--- src/rtl/pc_fetch_unit.sv ---
// pc_fetch_unit -- program counter and fetch-redirect stage.
//
// Drives the fetch address to instruction memory and the branch predictor,
// follows the predictor's next-PC, and keeps an in-order queue of in-flight
// predictions. When EX resolves an instruction, the resolved next PC is checked
// against the oldest queued prediction. On a mismatch, fetch is redirected, the
// queue is flushed and a one-cycle invalidate pulse is raised.
//
// Parameters : PC_INIT (reset PC), QDEPTH (queue entries, power of two, >= 2)
// Inputs     : CLK, RST (sync, active high), ihit, stall, halt, bp_pc[31:0],
//              ex_valid, ex_next_pc[31:0]
// Outputs    : curr_pc[31:0], imemREN, update_pc[31:0], update_en, invalidate,
//              q_full, q_underflow, branch_cnt[31:0], mispredict_cnt[31:0]
// Build option: define PC_FETCH_STATS_EN to build the resolution/mispredict
//              counters. Without it, both counter outputs are tied to zero.
module pc_fetch_unit #(
   parameter logic [31:0] PC_INIT = 32'h0000_0000,
   parameter int          QDEPTH  = 4
) (
   input  logic        CLK,
   input  logic        RST,
   input  logic        ihit,
   input  logic        stall,
   input  logic        halt,
   input  logic [31:0] bp_pc,
   input  logic        ex_valid,
   input  logic [31:0] ex_next_pc,
   output logic [31:0] curr_pc,
   output logic        imemREN,
   output logic [31:0] update_pc,
   output logic        update_en,
   output logic        invalidate,
   output logic        q_full,
   output logic        q_underflow,
   output logic [31:0] branch_cnt,
   output logic [31:0] mispredict_cnt
);

   localparam int PW = $clog2(QDEPTH);
   localparam int CW = PW + 1;

   localparam logic [1:0] S_RUN   = 2'd0;
   localparam logic [1:0] S_REDIR = 2'd1;
   localparam logic [1:0] S_HALT  = 2'd2;

   logic [1:0]    state_q, state_d;
   logic          halt_q;
   logic [31:0]   pc_q, pc_d;
   // Only the predicted target is compared at resolve time, so that is all
   // each entry keeps.
   logic [31:0]   pred_q [QDEPTH];
   logic [PW-1:0] head_q, tail_q;
   logic [CW-1:0] cnt_q, cnt_d;
   logic [31:0]   upd_pc_q;
   logic          upd_en_q;
   logic          unf_q;

   logic q_empty, pop, push, mispredict, halt_seen;

   assign q_empty    = (cnt_q == '0);
   assign q_full     = (cnt_q == CW'(QDEPTH));
   assign pop        = ex_valid & ~q_empty;
   assign mispredict = pop & (pred_q[head_q] != ex_next_pc);
   // Full is acceptable when the head leaves in the same cycle.
   assign push       = (state_q == S_RUN) & ihit & ~stall & (~q_full | pop) & ~mispredict;
   assign halt_seen  = halt | halt_q;

   always_comb begin
      state_d = state_q;
      case (state_q)
         S_RUN:   if (mispredict)     state_d = S_REDIR;
                  else if (halt_seen) state_d = S_HALT;
         S_REDIR: state_d = halt_seen ? S_HALT : S_RUN;
         S_HALT:  state_d = S_HALT;
         default: state_d = S_RUN;
      endcase
   end

   // A halted fetch never moves, even when a late mispredict is detected.
   always_comb begin
      pc_d = pc_q;
      if (mispredict && state_q != S_HALT) pc_d = ex_next_pc;
      else if (push)                       pc_d = bp_pc;
   end

   always_comb begin
      cnt_d = cnt_q;
      case ({push, pop})
         2'b10:   cnt_d = cnt_q + CW'(1);
         2'b01:   cnt_d = cnt_q - CW'(1);
         default: cnt_d = cnt_q;
      endcase
   end

   always_ff @(posedge CLK) begin
      if (RST) begin
         state_q  <= S_RUN;
         halt_q   <= 1'b0;
         pc_q     <= PC_INIT;
         head_q   <= '0;
         tail_q   <= '0;
         cnt_q    <= '0;
         upd_pc_q <= '0;
         upd_en_q <= 1'b0;
         unf_q    <= 1'b0;
      end else begin
         state_q  <= state_d;
         pc_q     <= pc_d;
         upd_en_q <= pop;
         if (halt)                 halt_q   <= 1'b1;
         if (pop)                  upd_pc_q <= ex_next_pc;
         if (ex_valid && q_empty)  unf_q    <= 1'b1;
         if (mispredict) begin
            head_q <= '0;
            tail_q <= '0;
            cnt_q  <= '0;
         end else begin
            cnt_q <= cnt_d;
            if (push) tail_q <= tail_q + PW'(1);
            if (pop)  head_q <= head_q + PW'(1);
         end
      end
   end

   // Entry storage needs no reset; occupancy is tracked by cnt_q.
   always_ff @(posedge CLK) begin
      if (push) pred_q[tail_q] <= bp_pc;
   end

`ifdef PC_FETCH_STATS_EN
   logic [31:0] br_cnt_q, mp_cnt_q;

   always_ff @(posedge CLK) begin
      if (RST) begin
         br_cnt_q <= '0;
         mp_cnt_q <= '0;
      end else begin
         if (pop)        br_cnt_q <= br_cnt_q + 32'd1;
         if (mispredict) mp_cnt_q <= mp_cnt_q + 32'd1;
      end
   end

   assign branch_cnt     = br_cnt_q;
   assign mispredict_cnt = mp_cnt_q;
`else
   assign branch_cnt     = 32'd0;
   assign mispredict_cnt = 32'd0;
`endif

   assign curr_pc     = pc_q;
   assign imemREN     = (state_q == S_RUN);
   assign invalidate  = (state_q == S_REDIR);
   assign update_pc   = upd_pc_q;
   assign update_en   = upd_en_q;
   assign q_underflow = unf_q;

endmodule
--- config.mk ---
export PLATFORM = sky130hd
export DESIGN_NAME = pc_fetch_unit
export DESIGN_NICKNAME = d
export VERILOG_FILES = /design/src/rtl/pc_fetch_unit.sv
export SDC_FILE = /design/constraint.sdc
export NUM_CORES = 1
export LEC_CHECK = 0
export BUFFER_PORTS_ARGS = -buffer_cell sky130_fd_sc_hd__clkbuf_2
export CAP_MARGIN = 15
export CORE_ASPECT_RATIO = 0.7
export CORE_MARGIN = 5
export CORE_UTILIZATION = 55
export CTS_CLUSTER_DIAMETER = 40
export DETAILED_ROUTE_END_ITERATION = 8
export HOLD_SLACK_MARGIN = 0.03
export PLACE_DENSITY_LB_ADDON = 0.3
export SETUP_SLACK_MARGIN = 0.2
export SYNTH_ARGS = -nofsm -noshare
export SYNTH_HDL_FRONTEND = slang
export SYNTH_SLANG_ARGS = --single-unit
--- constraint.sdc ---
create_clock -name CLK -period 9.1 [get_ports CLK]
set_input_delay 0 -clock CLK [delete_from_list [all_inputs] [get_ports CLK]]
set_output_delay 0 -clock CLK [all_outputs]
set_load 0.01 [all_outputs]
# After elaboration in Yosys (flattened, before gate mapping)
# Memory sizes are Yosys's and may differ from the RTL's. A register that Yosys moved wholly into a read port is not among the register bits.
# Index checks and enable logic that the tools add are counted.
[totals]
mem_count = 1
ramBits = 128
elab_cells = 52
reg_bits = 76
in_bits = 70
out_inout_bits = 133
[memory_table]
columns = ["name", "depth", "width", "rd", "rd_ports_with_merged_regs", "wr", "line", "text"]
rows = [
  ["pred_q", 4, 32, 1, 1, 1, "51", "logic [31:0] pred_q [QDEPTH];"],
]
[op_classes]
bitwise_logic = 12
n_eq_ne = 8
muxes = 11
n_reduce_logical = 7
addsub = 4
[op_table]
columns = ["op", "n"]
rows = [
  ["$mux 32", 2],
  ["$ne 32x32->1", 1],
  ["$mux 2", 5],
  ["$and 1x1->1", 6],
  ["$pmux 2 s3", 1],
  ["$pmux 3 s2", 1],
  ["$add 2x1->2 const B", 2],
  ["$eq 2x1->1 const B", 2],
  ["$eq 2x2->1 const B", 2],
  ["$not 1->1", 4],
  ["$reduce_bool 2->1", 2],
  ["$add 3x1->3 const B", 1],
  ["$eq 3x3->1 const B", 1],
  ["$logic_not 3->1", 1],
  ["$ne 3x1->1 const B", 1],
  ["$sub 3x1->3 const B", 1],
  ["$logic_and 1x1->1", 2],
  ["$logic_not 2->1", 1],
  ["$mux 1", 2],
  ["$ne 2x2->1 const B", 1],
  ["$or 1x1->1", 2],
  ["$reduce_or 2->1", 1],
]

# Logic depth before layout (Yosys ltp)
# Gate-level depths: netlist of the first run.
[depth]
depth_word = 8
ltp_mapped = 17

# Worst setup path before layout of the first run
# No wires, ideal clock.
[synth_path]
path_kind = "flip-flop to flip-flop"
startpoint = "reg (tool-made name)"
endpoint = "reg cnt_q[2]"
stages_incl_launch_ff = 18
arrival_ps = 3199
required_time_ps = 8968
slack_ps = 5770
setup_time_ps = 132
path_cell_list = "dfxtp_1 -> buf_6 -> buf_4 -> mux4_2 -> xnor2_1 -> nand4_1 -> nor4_4 -> a21o_1 -> buf_4 -> nand2_2 -> clkbuf_1 -> ha_1 -> inv_1 -> fa_1 -> xor2_1 -> nor2_1 -> xnor2_1 -> nor3_1"
[synth_rtl]
columns = ["element", "line", "text"]
rows = [
  ["to (signal assigned)", "118", "cnt_q <= cnt_d;"],
  ["to (decl)", "53", "logic [CW-1:0] cnt_q, cnt_d;"],
]

==> impl_metrics.py, run 1 <==
metrics = {
    "critical_path": {
        "endpoint_kind": "register",
        "cpPeakStageDelay_ns": 0.66,
        "path_depth": 13,
        "cp_num_buf_inv": 2,
        "cp_slowest_cell": "dfxtp_2",
        "worst_r2r_path_depth": 13,
        "crit_family": "simple AND/OR/NAND/NOR gates",
        "reg2reg_to": "cnt_q[1]",
        "critical_path_required_ns": 9.51,
        "path_cells": "buf_4, mux4_2, xnor2_1, nand4_1, nor4_4, a21o_1, nand2_2, ha_1, inv_1, fa_1, nor2_1, a21oi_1, nor3_1",
        "arrival_ns": 5.19,
        "start_kind": "register",
        "endpoint": "cnt_q[1]",
        "setup.worst_path.class": "register to register",
        "crit_fanout": 30,
        "ff2ff_setup_slack_ns": 4.32,
    },
    "power_and_ir_drop": {
        "p_int_uw": 1898,
        "p_clk_share_pct": 33.0,
        "p_sw_uw": 783.3,
        "powerDensity_nw_per_um2": 253.9,
        "switching_share_pct": 29.21,
        "ir_drop_mv": 0.1291,
        "p_leak_uw": 0.004065,
        "p_comb_share_pct": 22.9,
        "seqPwrFrac_pct": 44.1,
    },
    "route": {
        "remaining_drc_errors": 0,
        "viasPerCell": 5.406,
        "ant_nets": 0,
        "dr.pass1.iters": 5,
        "routed_wl_um": 20560,
        "vias": 5666,
        "wire_per_inst_um": 19.62,
        "drt_iter0_drc": 423,
    },
    "final_layout": {
        "areaGrowthSynthToFinish_pct": 22.75,
        "nFillCells": 1064,
        "nNetsFinal": 907,
        "drive_above_1_share_pct": 26.09,
    },
    "grt": {
        "grt_overflow_total": 0,
        "first_global_vias": 5743,
        "grt_pass1_wl_um": 31950,
        "grt_usage_pct": 22.05,
        "grt_max_degree": 78,
        "antenna_found_initial": 1,
    },
    "placed_design": {
        "dp_hpwl_um": 12820,
        "gp_congestion": 0.7482,
        "port_buffers": 138,
    },
    "synthesis": {
        "ys.warnings.count": 0,
        "syn-cell-area_um2": 8602,
        "synth_adder_area_share_pct": 0.9600,
        "synth_top_family_by_area": "buffers and inverters",
        "synth_area_per_cell_um2": 13.55,
        "synth_mux_area_share_pct": 8.495,
        "ys_ff_latch": 206,
        "synthSimpleGateAreaFrac_pct": 5.629,
        "syn_inst": 635,
        "synthDistinctLibCells": 36,
        "ys_seq_area_share_pct": 62.84,
        "synth_xor_area_share_pct": 3.869,
        "synth_compound_area_share_pct": 8.771,
    },
    "sta": {
        "fin_crit_sh_pct": 52.48,
        "rsz0062_at_grt": "false",
        "finalSetupViolCount": 0,
        "clock_skew_ns": 0.01230,
        "period_needed_ns": 4.776,
        "whs_ns": 0.1393,
        "slew_headroom_pct": 24.91,
        "slew_violations": 0,
        "hold_violations": 0,
        "worstMarginPinSlew_ns": 1.124,
        "fmax_mhz": 209.4,
        "fin_setup_tns_ns": 0,
    },
    "cts": {
        "clkSinkCount": 206,
        "h-tree-depth": 1,
        "clockBufferDepth": 3,
        "path_clk_slew_ns": 0.06,
        "holdBufCountCts": 66,
        "post_cts_buffers": 0,
        "clockRootBuffer": "clkbuf_16",
        "clk_latency_ns": 0.50,
        "cts_made_buffers": 22,
        "cts_tree": "built",
        "cts-resized-gates": 0,
    },
    "die": {
        "die_area_um2": 18280,
        "ios": 203,
        "die_w_um": 159.5,
        "coreArea_um2": 15400,
        "rows": 38,
        "start_util_pct": 55.84,
        "chipHeight_um": 114.6,
    },
    "job": {
        "cap_violations": 0,
    },
    "min_path": {
        "hold_path.class": "input pin to register",
    },
    "status": {
        "status": "finished clean",
    },
}
final cells by class:
cell class              instances  area (um2)  share of cell area [%]
clock buffers                  28       624.3                   5.913
multi-input cells             354        2640                   25.00
diodes                          1       2.502                 0.02370
inverters                      39       146.4                   1.386
repair buffers                208        1381                   13.08
well taps                     200       250.2                   2.370
clock inverters                12       107.6                   1.019
flip-flops and latches        206        5406                   51.20
worst min path at each step:
| stage | start | end | slack [ns] | cells past startpoint |
|---|---|---|---|---|
| floorplan | bp_pc[0] | pred_q[0][0] | 0.1 | 0 |
| global placement | bp_pc[21] | pred_q[2][21] | 0.24 | 1 |
| detailed placement | bp_pc[12] | pred_q[2][12] | 0.25 | 1 |
| CTS | stall | curr_pc[31] | 0.13 | 5 |
| global route | stall | tail_q[0] | 0.17 | 5 |
| finish | stall | curr_pc[31] | 0.14 | 5 |
power groups by stage:
stage	sequential (uW)	combinational, uW	clock [uW]
3_3_place_gp	1190	569	0
6_report	1180	613	886
4_1_cts	1180	612	900
5_1_grt	1190	663	947
3_5_place_dp	1200	588	0
2_1_floorplan	1210	400	0
worst min-delay path, cell delays in order:
cell      delay, ns
clkbuf_2       0.08
nor4b_1        0.05
o21ai_0        0.12
o21ai_0        0.10
a221oi_1       0.22
logic make-up after synthesis:
logic type               after synthesis
AO/OA/AOI/OAI                        109
XOR/XNOR                              38
adder cells (fa/ha/maj)                6
buffers and inverters                138
flip-flops                           206
multiplexers                          33
other                                  1
AND/OR/NAND/NOR                      104
stage by stage:
step                power, uW  instances  utilization [%]  cell area, um2  worst slack (ns)
floorplan                1611        698                -            8838             5.770
global placement         1760        941            59.49            9164             4.643
detailed placement       1787        941            59.49            9164             4.370
CTS                      2692       1047            68.53           10560             4.334
global route             2804       1048            68.54           10560             3.986
finish                   2681       1048            68.54           10560             4.324
placed cells by master, fill, tap and decap left out, types with 4 or more instances in the layout:
cell,instances
nor3_1,9
ha_1,5
clkbuf_2,138
edfxtp_1,128
dlygate4sd3_1,66
mux4_2,32
xnor2_1,35
and3_2,4
a21oi_1,64
clkbuf_16,23
nor2_1,8
o221a_1,29
inv_1,38
nand4_1,8
dfxtp_1,77
nand2_1,67
buf_4,4
o21ai_0,5
inv_6,4
conb_1,64
sequential cells by signal (all words and copies together) (netlist names), named ones only:
register / count
q_underflow: 1
head_q: 2
cnt_q: 3
halt_q: 1
pred_q: 128
curr_pc: 32
update_en: 1
update_pc: 32
tail_q: 2
state_q: 2
metal layers:
metal	track usage [%]	vias to the layer above	share of wire [%]
met4	6.534	0	2.7
met1	30.11	2784	42
met5	0	-	0
met2	36.25	260	48
li1	-	2572	-
met3	4.534	50	7.4
synth_stat cells:
cell / number / area (um2)
a21o_1: 2 / 15.01
a21oi_1: 64 / 320.3
a21oi_2: 1 / 8.760
a221oi_1: 3 / 26.28
a31oi_1: 3 / 18.77
and3_1: 4 / 25.02
buf_1: 5 / 18.77
buf_2: 4 / 20.02
buf_4: 66 / 495.5
buf_6: 5 / 56.30
clkbuf_1: 19 / 71.32
conb_1: 1 / 3.750
dfxtp_1: 78 / 1562
edfxtp_1: 128 / 3844
fa_1: 1 / 20.02
ha_1: 5 / 62.56
inv_1: 38 / 142.6
inv_2: 1 / 3.750
mux2i_1: 1 / 10.01
mux4_2: 32 / 720.7
nand2_1: 67 / 251.5
nand2_2: 1 / 6.260
nand2b_1: 2 / 12.51
nand4_1: 8 / 50.05
nor2_1: 8 / 30.03
nor2b_1: 1 / 6.260
nor3_1: 9 / 45.04
nor4_1: 1 / 6.260
nor4_4: 2 / 42.54
nor4b_1: 1 / 8.760
o21a_1: 1 / 7.510
o21ai_0: 5 / 25.02
o221a_1: 29 / 326.6
o22ai_1: 1 / 6.260
xnor2_1: 35 / 306.5
xor2_1: 3 / 26.28
Note: power is estimated with default switching activity, not from simulation.
==> inputs of run 2 (changes only) <==
CORE_UTILIZATION = 48   (was 55)
clock period = 4.3 ns   (was 9.1 ns; I/O delays follow)
==> run 2 against run 1 <==
  * Clock power increased by 130%
  * Sequential power increased by 110%
  * Setup slack got worse by 3.8 ns
  * Hold slack improved by 0.00068 ns
  * Routed wire length increased by 0.69%
  * Total power increased by 120%
  * Cell count increased by 5.1%
  * Flip-flop and latch count unchanged
  * Cell area increased by 2.2%
  * Clock skew increased by 0.0024 ns
  * Combinational power increased by 120%
  * Clock-buffer cell count increased by 3
  * Critical path type unchanged
  * Largest cell class unchanged
  * Largest power group unchanged
  * Highest routed layer unchanged
==> impl_metrics.py, run 2 (synthesized netlist as in run 1, its figures left out) <==
metrics = {
    "power_and_ir_drop": {
        "p_comb_share_pct": 22.5,
        "p_int_uw": 4145,
        "ir_drop_mv": 0.2759,
        "powerDensity_nw_per_um2": 543.8,
        "p_leak_uw": 0.004172,
        "p_clk_share_pct": 34.9,
        "p_sw_uw": 1725,
        "switching_share_pct": 29.39,
        "seqPwrFrac_pct": 42.7,
    },
    "final_layout": {
        "areaGrowthSynthToFinish_pct": 25.48,
        "finalNonFillerCells": 1101,
        "top_register": "pred_q",
        "final_common_cell": "clkbuf_2",
        "drive_above_1_share_pct": 27.89,
        "largest_register_ffs": 128,
        "layout_common_cells": "clkbuf_2, edfxtp_1, dfxtp_1, nand2_1, dlygate4sd3_1",
        "nFillCells": 1354,
        "nNetsFinal": 921,
    },
    "critical_path": {
        "endpoint": "cnt_q[1]",
        "path_cells": "buf_4, mux4_2, xnor2_1, nand4_1, nor4_4, a21o_1, nand2_2, ha_1, inv_1, fa_1, nor2_1, a21oi_1, nor3_1",
        "cpPeakStageDelay_ns": 0.74,
        "critical_path_required_ns": 4.73,
        "arrival_ns": 4.23,
        "ff2ff_setup_slack_ns": 0.50,
        "crit_fanout": 22,
        "cp_slowest_cell": "dfxtp_2",
        "start_kind": "register",
        "cp_num_buf_inv": 2,
        "setup.worst_path.class": "register to register",
        "crit_family": "simple AND/OR/NAND/NOR gates",
        "endpoint_kind": "register",
        "path_depth": 13,
        "worst_r2r_path_depth": 13,
        "reg2reg_to": "cnt_q[1]",
    },
    "route": {
        "remaining_drc_errors": 0,
        "drt_iter0_drc": 449,
        "dr.pass1.iters": 7,
        "vias": 5688,
        "ant_nets": 0,
        "viasPerCell": 5.166,
        "wire_per_inst_um": 18.80,
        "routed_wl_um": 20700,
    },
    "cts": {
        "path_clk_slew_ns": 0.06,
        "clockBufferDepth": 3,
        "clk_latency_ns": 0.51,
        "h-tree-depth": 1,
        "clockRootBuffer": "clkbuf_16",
        "clkSinkCount": 206,
        "cts_made_buffers": 25,
        "post_cts_buffers": 0,
        "cts_tree": "built",
    },
    "sta": {
        "clock_skew_ns": 0.01467,
        "hold_violations": 0,
        "fin_setup_tns_ns": 0,
        "fin_crit_sh_pct": 88.29,
        "fmax_mhz": 263.4,
        "finalSetupViolCount": 0,
        "period_needed_ns": 3.797,
        "slew_headroom_pct": 26.17,
        "slew_violations": 0,
        "rsz0062_at_grt": "false",
        "worstMarginPinSlew_ns": 1.107,
    },
    "grt": {
        "grt_max_degree": 58,
        "antenna_found_initial": 1,
        "grt_overflow_total": 0,
        "grt_usage_pct": 19.59,
        "grt_pass1_wl_um": 31730,
        "first_global_vias": 5758,
    },
    "die": {
        "die_w_um": 170.0,
        "coreArea_um2": 17800,
        "die_area_um2": 20740,
        "start_util_pct": 48.32,
        "chipHeight_um": 122,
        "ios": 203,
        "rows": 41,
    },
    "placed_design": {
        "place_inst": 988,
        "gp_congestion": 0.8374,
        "port_buffers": 138,
        "dp_hpwl_um": 13480,
    },
    "min_path": {
        "hold_path.class": "input pin to register",
    },
    "status": {
        "status": "finished clean",
    },
    "job": {
        "cap_violations": 0,
    },
}
## run 2: worst min path at each step
stage / from / to / cells after the start
3_3_place_gp: bp_pc[11] / pred_q[2][11] / 1
4_1_cts: stall / curr_pc[0] / 5
5_1_grt: stall / tail_q[0] / 5
2_1_floorplan: bp_pc[0] / pred_q[0][0] / 0
3_5_place_dp: bp_pc[6] / pred_q[0][6] / 1
6_report: stall / curr_pc[0] / 5
## run 2: routing by layer
layer	wire length, um	track usage [%]	vias up
met5	0	0	-
met4	270	4.289	0
met3	1780	3.860	28
met2	9549	31.52	262
met1	9099	27.96	2785
li1	-	-	2613
## run 2: layout make-up
type | count | area, um2 | area share [%]
multi-input cells | 354 | 2640 | 24.46
diodes | 1 | 2.502 | 0.02318
inverters | 39 | 146.4 | 1.356
clock inverters | 15 | 125.1 | 1.159
repair buffers | 219 | 1464 | 13.56
well taps | 236 | 295.3 | 2.736
flip-flops and latches | 206 | 5410 | 50.12
clock buffers | 31 | 710.7 | 6.584
## run 2: repair_timing
action,4_1_cts,5_1_grt
hold endpoints to repair,195,0
hold buffers,66,0
gates resized for setup,0,1
setup endpoints to repair,0,79
## run 2: power groups by stage
| stage | clock network, uW | logic, uW | registers, uW |
|---|---|---|---|
| final | 2050 | 1320 | 2500 |
| after global placement | 0 | 1240 | 2530 |
| after CTS | 2090 | 1330 | 2500 |
| after floorplan | 0 | 847 | 2560 |
| after detailed placement | 0 | 1270 | 2540 |
| after global routing | 2180 | 1440 | 2530 |
## run 2: tightest hold or removal path: stages
cell	delay [ns]
clkbuf_2	0.07
nor4b_1	0.05
o21ai_0	0.13
o21ai_0	0.10
a221oi_1	0.23
## run 2: metrics by stage
stage,total power (uW),instance area [um2],hold slack (ns),setup slack (ns),utilization (%)
3_3_place_gp,3773,9293,0.2388,0.4615,52.20
3_5_place_dp,3812,9293,0.2505,0.4033,52.20
4_1_cts,5917,10790,0.1224,0.3342,60.61
6_report,5870,10790,0.1399,0.5034,60.64
2_1_floorplan,3409,8838,0.09887,0.9698,-
5_1_grt,6146,10790,0.1614,0.2100,60.64
==> inputs of run 3 (changes only) <==
clock period = 3.1 ns   (was 4.3 ns; I/O delays follow)
==> run 3 against run 2 <==
  * The run now ends with negative setup slack left
  * Sequential share of layout area shrank 2.0 points
  * Flip-flop and latch count did not move
  * Clock skew is 0.0018 ns lower
  * First-iteration DRC count rose by 15%
  * Routed wire length up 3.3%
  * Global-route usage increased by 0.38 points
  * Core utilization rose by 2.5 points
  * Cell count increased by 0.91%
  * Sequential power grew 38%
  * Maximum frequency increased by 21%
  * Critical path type unchanged
  * Largest power group unchanged
  * Highest routed layer unchanged
==> impl_metrics.py, run 3 (synthesized netlist as in run 1, its figures left out) <==
metrics = {
    "power_and_ir_drop": {
        "p_leak_uw": 0.004358,
        "ir_drop_mv": 0.4239,
        "power_uw": 8568,
        "powerDensity_nw_per_um2": 762.3,
    },
    "route": {
        "ant_nets": 0,
        "remaining_drc_errors": 0,
        "viasPerCell": 5.223,
        "wire_per_inst_um": 19.24,
        "vias": 5803,
        "drt_iter0_drc": 518,
        "dr.pass1.iters": 7,
        "routed_wl_um": 21380,
    },
    "sta": {
        "rsz0062_at_grt": "true",
        "slew_violations": 0,
        "hold_violations": 0,
        "fin_crit_sh_pct": 101.0,
        "fin_setup_tns_ns": -0.04794,
        "period_needed_ns": 3.133,
        "layout_setup_ws_ns": -0.03253,
        "fmax_mhz": 319.2,
        "finalSetupViolCount": 2,
        "clock_skew_ns": 0.01286,
    },
    "cts": {
        "clk_latency_ns": 0.51,
        "clockRootBuffer": "clkbuf_16",
        "clkSinkCount": 206,
        "cts_made_buffers": 25,
        "post_cts_buffers": 0,
        "h-tree-depth": 1,
        "clockBufferDepth": 3,
        "cts_tree": "built",
        "path_clk_slew_ns": 0.06,
    },
    "grt": {
        "grt_overflow_total": 0,
        "first_global_vias": 5788,
        "grt_pass1_wl_um": 31910,
        "grt_max_degree": 34,
        "antenna_found_initial": 0,
        "grt_usage_pct": 19.97,
    },
    "placed_design": {
        "port_buffers": 138,
        "place_inst": 997,
        "dp_hpwl_um": 13890,
        "gp_congestion": 0.8182,
    },
    "final_layout": {
        "drive_above_1_share_pct": 29.83,
        "finalNonFillerCells": 1111,
        "final_common_cell": "clkbuf_2",
        "largest_register_ffs": 128,
        "nNetsFinal": 934,
        "layout_common_cells": "clkbuf_2, edfxtp_1, dfxtp_1, dlygate4sd3_1, nand2_1",
        "areaGrowthSynthToFinish_pct": 30.66,
        "antennaDiodeCount": 0,
        "top_register": "pred_q",
    },
    "status": {
        "failed_checks": "negative setup slack",
        "status": "finished, violations left",
    },
    "die": {
        "coreArea_um2": 17800,
        "die_area_um2": 20740,
        "die_w_um": 170.0,
        "rows": 41,
        "ios": 203,
        "chipHeight_um": 122,
        "start_util_pct": 48.32,
    },
    "job": {
        "cap_violations": 0,
    },
    "min_path": {
        "hold_path.class": "input pin to register",
    },
    "critical_path": {
        "crit_fanout": 10,
        "arrival_ns": 3.56,
        "critical_path_required_ns": 3.53,
        "endpoint_kind": "register",
        "start_kind": "register",
        "setup.worst_path.class": "register to register",
    },
}
-- run 3: cell count changes in the layout (fill, tap and decap cells not counted), moves of 2 or more --
cell           previous run  this run
inv_6                     3         5
xnor2_1                  35        24
inv_8                     2         0
dlygate4sd3_1            66        69
buf_12                    0        13
clkinv_4                  5         0
bufinv_16                 0         4
buf_4                    15        10
clkbuf_16                27        25
xnor2_2                   0        10
-- run 3: critical path, stage by stage, from the launching register on --
cell and delay [ns]:
dfxtp_4 0.42, buf_12 0.17, mux4_2 0.57, xnor2_4 0.20, nand4_1 0.23, nor4_4 0.30
a21o_1 0.21, nand2_4 0.07, ha_4 0.18, inv_2 0.05, fa_1 0.40, nor2_1 0.10
a21oi_1 0.05, nor3_1 0.12
-- run 3: area by class of cell --
cell class / instances / area [um2]
sequential: 206 / 5409
clock inverter: 13 / 192.7
fill: 1286 / 6561
clock buffer: 31 / 678.2
multi-input combinational: 354 / 2763
tap: 236 / 295.3
inverter: 39 / 146.4
timing repair buffer: 232 / 1755
-- run 3: what timing repair did --
action / CTS / global route
hold endpoints to repair: 205 / 0
setup endpoints to repair: 163 / 163
hold buffers: 69 / 0
resized for setup: 13 / 7
cloned: 1 / 0
pin swaps: 5 / 2
-- run 3: layer usage --
metal  GRT usage, %  wire [um]  up-vias
li1               -          -     2628
met5              0          0        -
met3          3.860       1953       32
met2          33.15      10280      312
met4          4.938        337        0
met1          27.46       8811     2831
-- run 3: power breakdown --
group	switching, uW	internal, uW
registers	188	3260
logic	1100	986
clock network	1140	1900
-- run 3: path summary, 6_finish.rpt --
path                                      end     startpoint  slack, ns  depth (start not counted)
worst max-delay path                 cnt_q[1]       register      -0.03                         13
worst min-delay path              curr_pc[31]          stall       0.17                          5
worst max register to register       cnt_q[1]       register      -0.03                         13
worst min register to register  update_pc[24]  update_pc[24]       0.46                          2
-- run 3: through the flow --
step	util [%]	hold slack [ns]	worst slack (ns)	instance area, um2
2_1_floorplan	-	0.09887	0.008189	8896
3_3_place_gp	53.52	0.2439	-0.1049	9527
3_5_place_dp	53.52	0.2518	-0.1169	9527
4_1_cts	62.88	0.1524	-0.02865	11190
5_1_grt	63.14	0.2488	-0.2065	11240
6_report	63.14	0.1664	-0.03253	11240
